$ cat src/rtl/terminal_rx.sv
// Memory-mapped terminal input port: bytes strobed in by an external source are
// buffered in a FIFO and popped by CPU loads of DATA. Optional irq: TERMINAL_RX_IRQ_EN.
module terminal_rx #(
   parameter int          DEPTH     = 16,
   parameter logic [31:0] ADDR_BASE = 32'h0000_0100
) (
   input  logic        clk,
   input  logic        reset_n,
   input  logic        re,
   input  logic        we,
   input  logic [31:0] addr,
   input  logic [31:0] data_write,
   output logic [31:0] data_read,
   input  logic        in_valid,
   input  logic [7:0]  in_data,
   output logic        irq
);

   localparam int          AW       = $clog2(DEPTH);
   localparam logic [AW:0] FULL_CNT = (AW+1)'(DEPTH);

   typedef enum logic [1:0] {
      OFF_DATA   = 2'd0,
      OFF_STATUS = 2'd1,
      OFF_CTRL   = 2'd2,
      OFF_RSVD   = 2'd3
   } offset_t;

   logic [7:0]    mem_r [DEPTH];
   logic [AW-1:0] rd_ptr_r;
   logic [AW-1:0] wr_ptr_r;
   logic [AW:0]   count_r;
   logic          overflow_r;
   logic          ctrl_ie_r;

   logic          hit_s;
   offset_t       offset_s;
   logic          empty_s;
   logic          full_s;
   logic          pop_s;
   logic          push_s;
   logic          ctrl_wr_s;
   logic          flush_s;
   logic          clr_ovf_s;
   logic          ovf_event_s;
   logic          mem_we_s;
   logic [7:0]    head_s;
   logic [AW-1:0] rd_ptr_next_s;
   logic [AW-1:0] wr_ptr_next_s;
   logic [AW:0]   count_next_s;
   logic          overflow_next_s;
   logic          ctrl_ie_next_s;
   logic          unused_s;

   assign unused_s = ^{data_write[31:3], addr[1:0]};

   // Address decode, FIFO status and event qualification
   always_comb begin
      hit_s       = (addr[31:4] == ADDR_BASE[31:4]);
      offset_s    = offset_t'(addr[3:2]);
      empty_s     = (count_r == {(AW+1){1'b0}});
      full_s      = (count_r == FULL_CNT);
      pop_s       = re && hit_s && (offset_s == OFF_DATA) && !empty_s;
      // A pop in the same cycle frees the slot, so a full FIFO still accepts the byte.
      push_s      = in_valid && (!full_s || pop_s);
      ctrl_wr_s   = we && hit_s && (offset_s == OFF_CTRL);
      flush_s     = ctrl_wr_s && data_write[0];
      clr_ovf_s   = ctrl_wr_s && data_write[1];
      ovf_event_s = in_valid && full_s && !pop_s && !flush_s;
      mem_we_s    = push_s && !flush_s && reset_n;
      head_s      = empty_s ? 8'h00 : mem_r[rd_ptr_r];
   end

   // Next-state computation for pointers, count and flags
   always_comb begin
      rd_ptr_next_s   = rd_ptr_r;
      wr_ptr_next_s   = wr_ptr_r;
      count_next_s    = count_r;
      overflow_next_s = overflow_r;
      ctrl_ie_next_s  = ctrl_ie_r;
      if (flush_s) begin
         rd_ptr_next_s = {AW{1'b0}};
         wr_ptr_next_s = {AW{1'b0}};
         count_next_s  = {(AW+1){1'b0}};
      end else begin
         if (pop_s) begin
            rd_ptr_next_s = rd_ptr_r + AW'(1);
         end else begin
            rd_ptr_next_s = rd_ptr_r;
         end
         if (push_s) begin
            wr_ptr_next_s = wr_ptr_r + AW'(1);
         end else begin
            wr_ptr_next_s = wr_ptr_r;
         end
         case ({push_s, pop_s})
            2'b10:   count_next_s = count_r + (AW+1)'(1);
            2'b01:   count_next_s = count_r - (AW+1)'(1);
            default: count_next_s = count_r;
         endcase
      end
      // Set wins over a same-cycle clear.
      if (ovf_event_s) begin
         overflow_next_s = 1'b1;
      end else if (clr_ovf_s) begin
         overflow_next_s = 1'b0;
      end else begin
         overflow_next_s = overflow_r;
      end
      if (ctrl_wr_s) begin
         ctrl_ie_next_s = data_write[2];
      end else begin
         ctrl_ie_next_s = ctrl_ie_r;
      end
   end

   // State registers with synchronous active-low reset
   always_ff @(posedge clk) begin
      if (!reset_n) begin
         rd_ptr_r   <= {AW{1'b0}};
         wr_ptr_r   <= {AW{1'b0}};
         count_r    <= {(AW+1){1'b0}};
         overflow_r <= 1'b0;
         ctrl_ie_r  <= 1'b0;
      end else begin
         rd_ptr_r   <= rd_ptr_next_s;
         wr_ptr_r   <= wr_ptr_next_s;
         count_r    <= count_next_s;
         overflow_r <= overflow_next_s;
         ctrl_ie_r  <= ctrl_ie_next_s;
      end
   end

   // FIFO storage; contents need no reset since count gates visibility
   always_ff @(posedge clk) begin
      if (mem_we_s) begin
         mem_r[wr_ptr_r] <= in_data;
      end
   end

   // Combinational register read mux
   always_comb begin
      data_read = 32'h0000_0000;
      if (re && hit_s) begin
         case (offset_s)
            OFF_DATA:   data_read = {23'h0, !empty_s, head_s};
            OFF_STATUS: data_read = {16'h0, 8'(count_r), 5'h0, overflow_r, full_s, empty_s};
            OFF_CTRL:   data_read = {29'h0, ctrl_ie_r, 2'b00};
            OFF_RSVD:   data_read = 32'h0000_0000;
            default:    data_read = 32'h0000_0000;
         endcase
      end else begin
         data_read = 32'h0000_0000;
      end
   end

`ifdef TERMINAL_RX_IRQ_EN
   logic irq_r;

   // Registered interrupt: pending data or overflow while enabled
   always_ff @(posedge clk) begin
      if (!reset_n) begin
         irq_r <= 1'b0;
      end else begin
         irq_r <= ctrl_ie_next_s && ((count_next_s != {(AW+1){1'b0}}) || overflow_next_s);
      end
   end

   assign irq = irq_r;
`else
   assign irq = 1'b0;
`endif

endmodule
$ cat config.mk
export PLATFORM = sky130hd
export DESIGN_NAME = terminal_rx
export DESIGN_NICKNAME = d
export VERILOG_FILES = /design/src/rtl/terminal_rx.sv
export SDC_FILE = /design/constraint.sdc
export NUM_CORES = 1
export LEC_CHECK = 0
export CORE_MARGIN = 2
export CORE_UTILIZATION = 30
export CTS_BUF_LIST = sky130_fd_sc_hd__clkbuf_4 sky130_fd_sc_hd__clkbuf_8 sky130_fd_sc_hd__clkbuf_16
export DETAILED_ROUTE_END_ITERATION = 12
export HOLD_SLACK_MARGIN = 0.03
export PLACE_DENSITY = 0.55
export SLEW_MARGIN = 20
export SYNTH_ARGS = -nofsm -noshare
export SYNTH_HDL_FRONTEND = slang
export SYNTH_SLANG_ARGS = --single-unit
$ cat constraint.sdc
create_clock -name clk -period 2.3 [get_ports clk]
set_input_delay 0.46 -clock clk [delete_from_list [all_inputs] [get_ports clk]]
set_output_delay 0.46 -clock clk [all_outputs]
set_load 0.02 [all_outputs]
==> run summary, run 1 <==
Reg-to-reg endpoint: count_r[4]
IO buf count: 58
Slowest cell on crit path: mux4_1
Core area: 0.0211 mm²
Final instance area: 0.00862 mm²
FILL cells: 1,924
Net Sw Power: 1.25 mW
Fraction of registers with async set/reset: 0%
Static Leak: 2.99 nW
CTS Hold Buffers Added: 0
Hold path depth: 2
Power Internal: 4.78 mW
Clk slew on worst S/H paths: 0.06 ns
Worst path cell trace: buf_6 -> buf_12 -> mux4_1 -> mux4_2 -> and2_4 -> buf_4
Post-synth top cells: edfxtp_1 (128), nand2_1 (31), mux4_1 (26), buf_4 (21), dfxtp_1 (19)
CP max FO: 5
Total global routing overflow: 0
R2R cell count: 11
CTS sink count: 147
Final setup fails: 8
Ant diodes: 0
Row count: 53
Count leader, synth: edfxtp_1
Cell taking the most area after synthesis: edfxtp_1
Final wirelength: 15.8 mm
All-Layer GR Usage: 14.2%
Slew HR: 55.2%
Gate power share: 5.1%
Die height: 151 µm
Synth Register Bits: 147
Fmax: 0.344 GHz
Total CTS buffers: 17
Crit path DAT: 2.44 ns
Power per cell area: 699 mW/mm²
Routed Antenna Nets: 0
Final Cycle Share: 126%
Area after DPL: 0.00780 mm²
Mapped Cells: 376
Die area: 0.0228 mm²
MaxCap Viol Count: 0
Failing checks: setup timing
Cell variety after synth: 51
Mean post-synth cell area: 17.2 µm²
Hold path startpoint: rd_ptr_r[1]
Crit. End Element: primary output
Unrepaired setup endpoints after global routing: yes
Main area contributors after synthesis: edfxtp_1 (59%), mux4_1 (11%), dfxtp_1 (5.9%), mux4_2 (4.9%), buf_4 (2.4%)
CTS tree: built
WL/cell: 19.7 µm
Tightest Pin Transition: 0.670 ns
Synth top area share: 59.3%
DRC viols: 0
Layout cells sized above 1: 41.5%
Nets: 595
Vias in the first global route: 4,043
CTS root buffer: clkbuf_16
Initial core utilization: 30.7%
Iteration-0 DRC Markers: 350
Number of flops mapped to enable cells by yosys: 128
Switching share of power: 20.7%
Fin util: 40.9%
Vias: 3,794
Crit Path Class: reg -> out
RR Startpoint: count_r[3]
Final hold vios: 0
Peak VDD IR: 0.595 mV
Post-DP HPWL: 10.1 mm
Register area share after synthesis: 65.2%
Clk_lat worst skew: 0.42 ns
Gpl congestion: 0.742
Ys flop type: edfxtp_1
Area growth syn-to-layout: 33.1%
Crit path required time: 1.84 ns
Yosys warning count: 0
Pin count of the biggest net entering global routing: 22
DRT Pass-1 Iters: 4
Worst Hold Path EP: rd_ptr_r[1]
Flop pwr share: 48.6%
Min-Delay Path Class: reg -> reg
Vias per Instance: 4.74
Post-Synthesis Cell Area: 0.00648 mm²
Die Width: 151 µm
Final worst clock skew: 0.0101 ns
Longest Clk Path Bufs: 2
Clock group share of total power: 46.3%
WHS: 0.501 ns
Global-route wire length before repair: 23.3 mm
Pins over their slew limit: 0
Status: finished, violations left
Min cycle time layout: 2.90 ns
Final worst slack: -0.604 ns
Initial antenna violation count: 0
# IOs: 110
CP startpoint kind: flip-flop
Setup slack, reg-to-reg: 0.14 ns
CTS H-tree depth: 4
Slowest cell delay on critical path: 0.54 ns
## critical path, delay by kind of cell, from the launching register on
kind	cells	cell delay, ns
buffers and inverters	3	0.43
multiplexers	2	1.02
AND/OR/NAND/NOR	1	0.16
flip-flops	1	0.40
## cell usage in the layout (no fill, tap or decap), drive strengths merged, types with 12 or more instances in the layout
| cell type | count |
|---|---|
| nor2 | 18 |
| edfxtp | 128 |
| mux2i | 12 |
| nand2 | 31 |
| dfxtp | 19 |
| conb | 20 |
| clkbuf | 32 |
| buf | 97 |
| mux4 | 40 |
| clkdlybuf4s50 | 15 |
## worst max-delay path by stage
stage	slack [ns]	startpoint	depth (start not counted)	endpoint
floorplan	-0.08	addr[22]	6	mem_r[0][0]
global placement	-0.84	addr[15]	6	mem_r[15][4]
detailed placement	-0.90	addr[20]	6	mem_r[15][4]
CTS	-0.63	flip-flop	6	data_read[2]
global route	-0.66	flip-flop	6	data_read[7]
finish	-0.60	flip-flop	6	data_read[7]
## what timing repair did
action	in CTS	in global routing
resized for setup	170	58
setup buffers	11	2
cloned	3	1
pin swaps	13	20
setup endpoints to repair	143	127
## cell type report
| cell class | instances | area, µm² | share of cell area, % |
|---|---|---|---|
| Tap cell | 275 | 344 | 3.99 |
| Timing Repair Buffer | 134 | 1250 | 14.5 |
| Sequential cell | 147 | 4230 | 49.0 |
| Clock buffer | 19 | 440 | 5.11 |
| Inverter | 6 | 22.5 | 0.261 |
| Multi-Input combinational cell | 206 | 2180 | 25.3 |
| Clock inverter | 13 | 160 | 1.86 |
## per-layer routing
layer | track usage, % | wire length, µm
met1 | 18.1 | 6590
met2 | 24.4 | 7840
met3 | 3.22 | 1270
met4 | 4.39 | 80
met5 | 0 | 0
## cells by family after synthesis
group	share of synthesized area, %
compound gates	3.01
xor+xnor	0.270
buf+inv	4.56
simple gates	8.51
mux	17.3
flops	65.2
other cells	0.0579
fa+ha+maj	1.16
## flip-flops by register name, summed over array words and instances (netlist names), named ones only
| register | flops |
|---|---|
| mem_r | 128 |
| count_r | 5 |
| rd_ptr_r | 4 |
| wr_ptr_r | 4 |
| ctrl_ie_r | 1 |
| overflow_r | 1 |
## power by group through the flow
stage	Sequential [mW]	Clock, mW	Combinational (mW)
CTS	2.93	2.85	0.303
global route	2.93	2.97	0.337
finish	2.93	2.79	0.307
floorplan	2.98	0	0.147
detailed placement	2.99	0	0.300
global placement	2.99	0	0.294
## metrics by stage
step,setup WS (ns),std cells,setup TNS (ns),power (mW)
3_5_place_dp,-0.898,753,-105.76,3.29
3_3_place_gp,-0.842,753,-102.80,3.28
2_1_floorplan,-0.0796,395,-5.49,3.13
4_1_cts,-0.626,799,-4.71,6.08
6_report,-0.604,800,-4.31,6.03
5_1_grt,-0.656,800,-4.86,6.24
No activity file was read; power rests on OpenSTA's default activity.
==> run 2: changes to the inputs <==
Settings changed: CAP_MARGIN set to 15, GPL_TIMING_DRIVEN set to 1.
==> results of run 2 <==
Final layout, timing and power as in run 1 (identical DEF).
==> edit: new RTL, config.mk and constraints of run 1 <==
Set the parameter `DEPTH` to 32 (it was 16).
--- a/src/rtl/terminal_rx.sv
+++ b/src/rtl/terminal_rx.sv
@@ -1,7 +1,7 @@
 // Memory-mapped terminal input port: bytes strobed in by an external source are
 // buffered in a FIFO and popped by CPU loads of DATA. Optional irq: TERMINAL_RX_IRQ_EN.
 module terminal_rx #(
-   parameter int          DEPTH     = 16,
+   parameter int          DEPTH     = 32,
    parameter logic [31:0] ADDR_BASE = 32'h0000_0100
 ) (
    input  logic        clk,
Function: same outputs for any inputs over 4 cycles, from zero or initial values and one cycle with reset_n low; that may be too few to reach the edited logic, so the function may still have changed.
==> edit against run 1 <==
The flow still finishes with violations (setup timing); setup slack got worse by 390 ps; register-to-register slack got worse by 220 ps; sequential power rose by 90%; via count rose by 74%; sequential cell count rose by 132; total power rose by 79%; synthesized area rose by 77%; wire length rose by 85%; design area rose by 86%; clock skew rose by 5.5 ps; count of clock-buffer cells in the layout rose by 12; clock power rose by 72%; critical path type unchanged; largest power group unchanged.
==> edit: results (changes against run 1) <==
[outcome]
status = finished with violations  ; unchanged
violations = setup timing  ; unchanged

[detailed_routing]
number_of_design_rule_violations_left_by_the_first_detailed_router_iteration = 500  ; was 350
dr_wl_met2_mm = 13.90  ; was 7.836 mm
routed-via-count = 6594  ; was 3794
viasPerCell = 4.747  ; was 4.743

[finish]
layout.nonclk_buf_share_pct = 15.95  ; was 14.45%
num-clock-buffers = 31  ; was 19
final.signal_buffer_count = 235  ; was 134
count_of_inverters_not_on_the_clock_network_in_the_layout = 8  ; was 6
largestRegisters = mem_r (256), count_r (6)  ; was mem_r (128), count_r (5)

[yosys]
synth.lib_cells_used.distinct = 47  ; was 51
seq_area_frac_synth_pct = 71.11  ; was 65.17%
post_synth_xor_area_fraction_pct = 0.1529  ; was 0.2703%
synth_edf_count = 256  ; was 128

[global_route]
groute.layer.met2.usage_pct = 23.23  ; was 24.36%
grt.total_usage_pct = 14.61  ; was 14.25%
grt.met3_usage_pct = 2.633  ; was 3.223%

[place]
buffer_ports.inserted = 59  ; was 58

[setup_path]
largest_driver_fanout_on_the_critical_path = 7  ; was 5
critical_path_arrival_ps = 2830  ; was 2440 ps

[clocking]
cts.path.max_buffers = 3  ; was 2

[power_and_ir_drop]
power.leakage_uw = 0.005292  ; was 0.002992 uW

[sta]
setup-violations-final = 14  ; was 8
final.setup.worst_slack_ps = -993.0  ; was -603.9 ps

[edit: metrics by stage]
| step | hold slack [ps] | cell area [sq um] | power [uW] | setup WS (ps) |
|---|---|---|---|---|
| floorplan | 445.1 | 11690 | 5828 | -401.0 |
| global placement | 476.1 | 13540 | 6052 | -1056 |
| detailed placement | 481.9 | 13540 | 6058 | -1145 |
| CTS | 499.7 | 15560 | 10880 | -1037 |
| global route | 509.1 | 16060 | 11110 | -1089 |
| finish | 494.4 | 16070 | 10770 | -993.0 |
[edit: final timing paths]
path / startpoint / end / slack (ps) / cells after the start
worst max register to register: count_r[5] / count_r[4] / -80 / 11
worst max-delay path: flip-flop / data_read[6] / -990 / 8
worst min register to register: rd_ptr_r[1] / flip-flop / 490 / 2
worst min-delay path: rd_ptr_r[1] / flip-flop / 490 / 2
[edit: power by group]
part	total (uW)	switching (uW)	internal, uW
Clock	4790	1990	2800
Combinational	417	256	161
Sequential	5560	10.2	5550
Total	10800	2260	8510
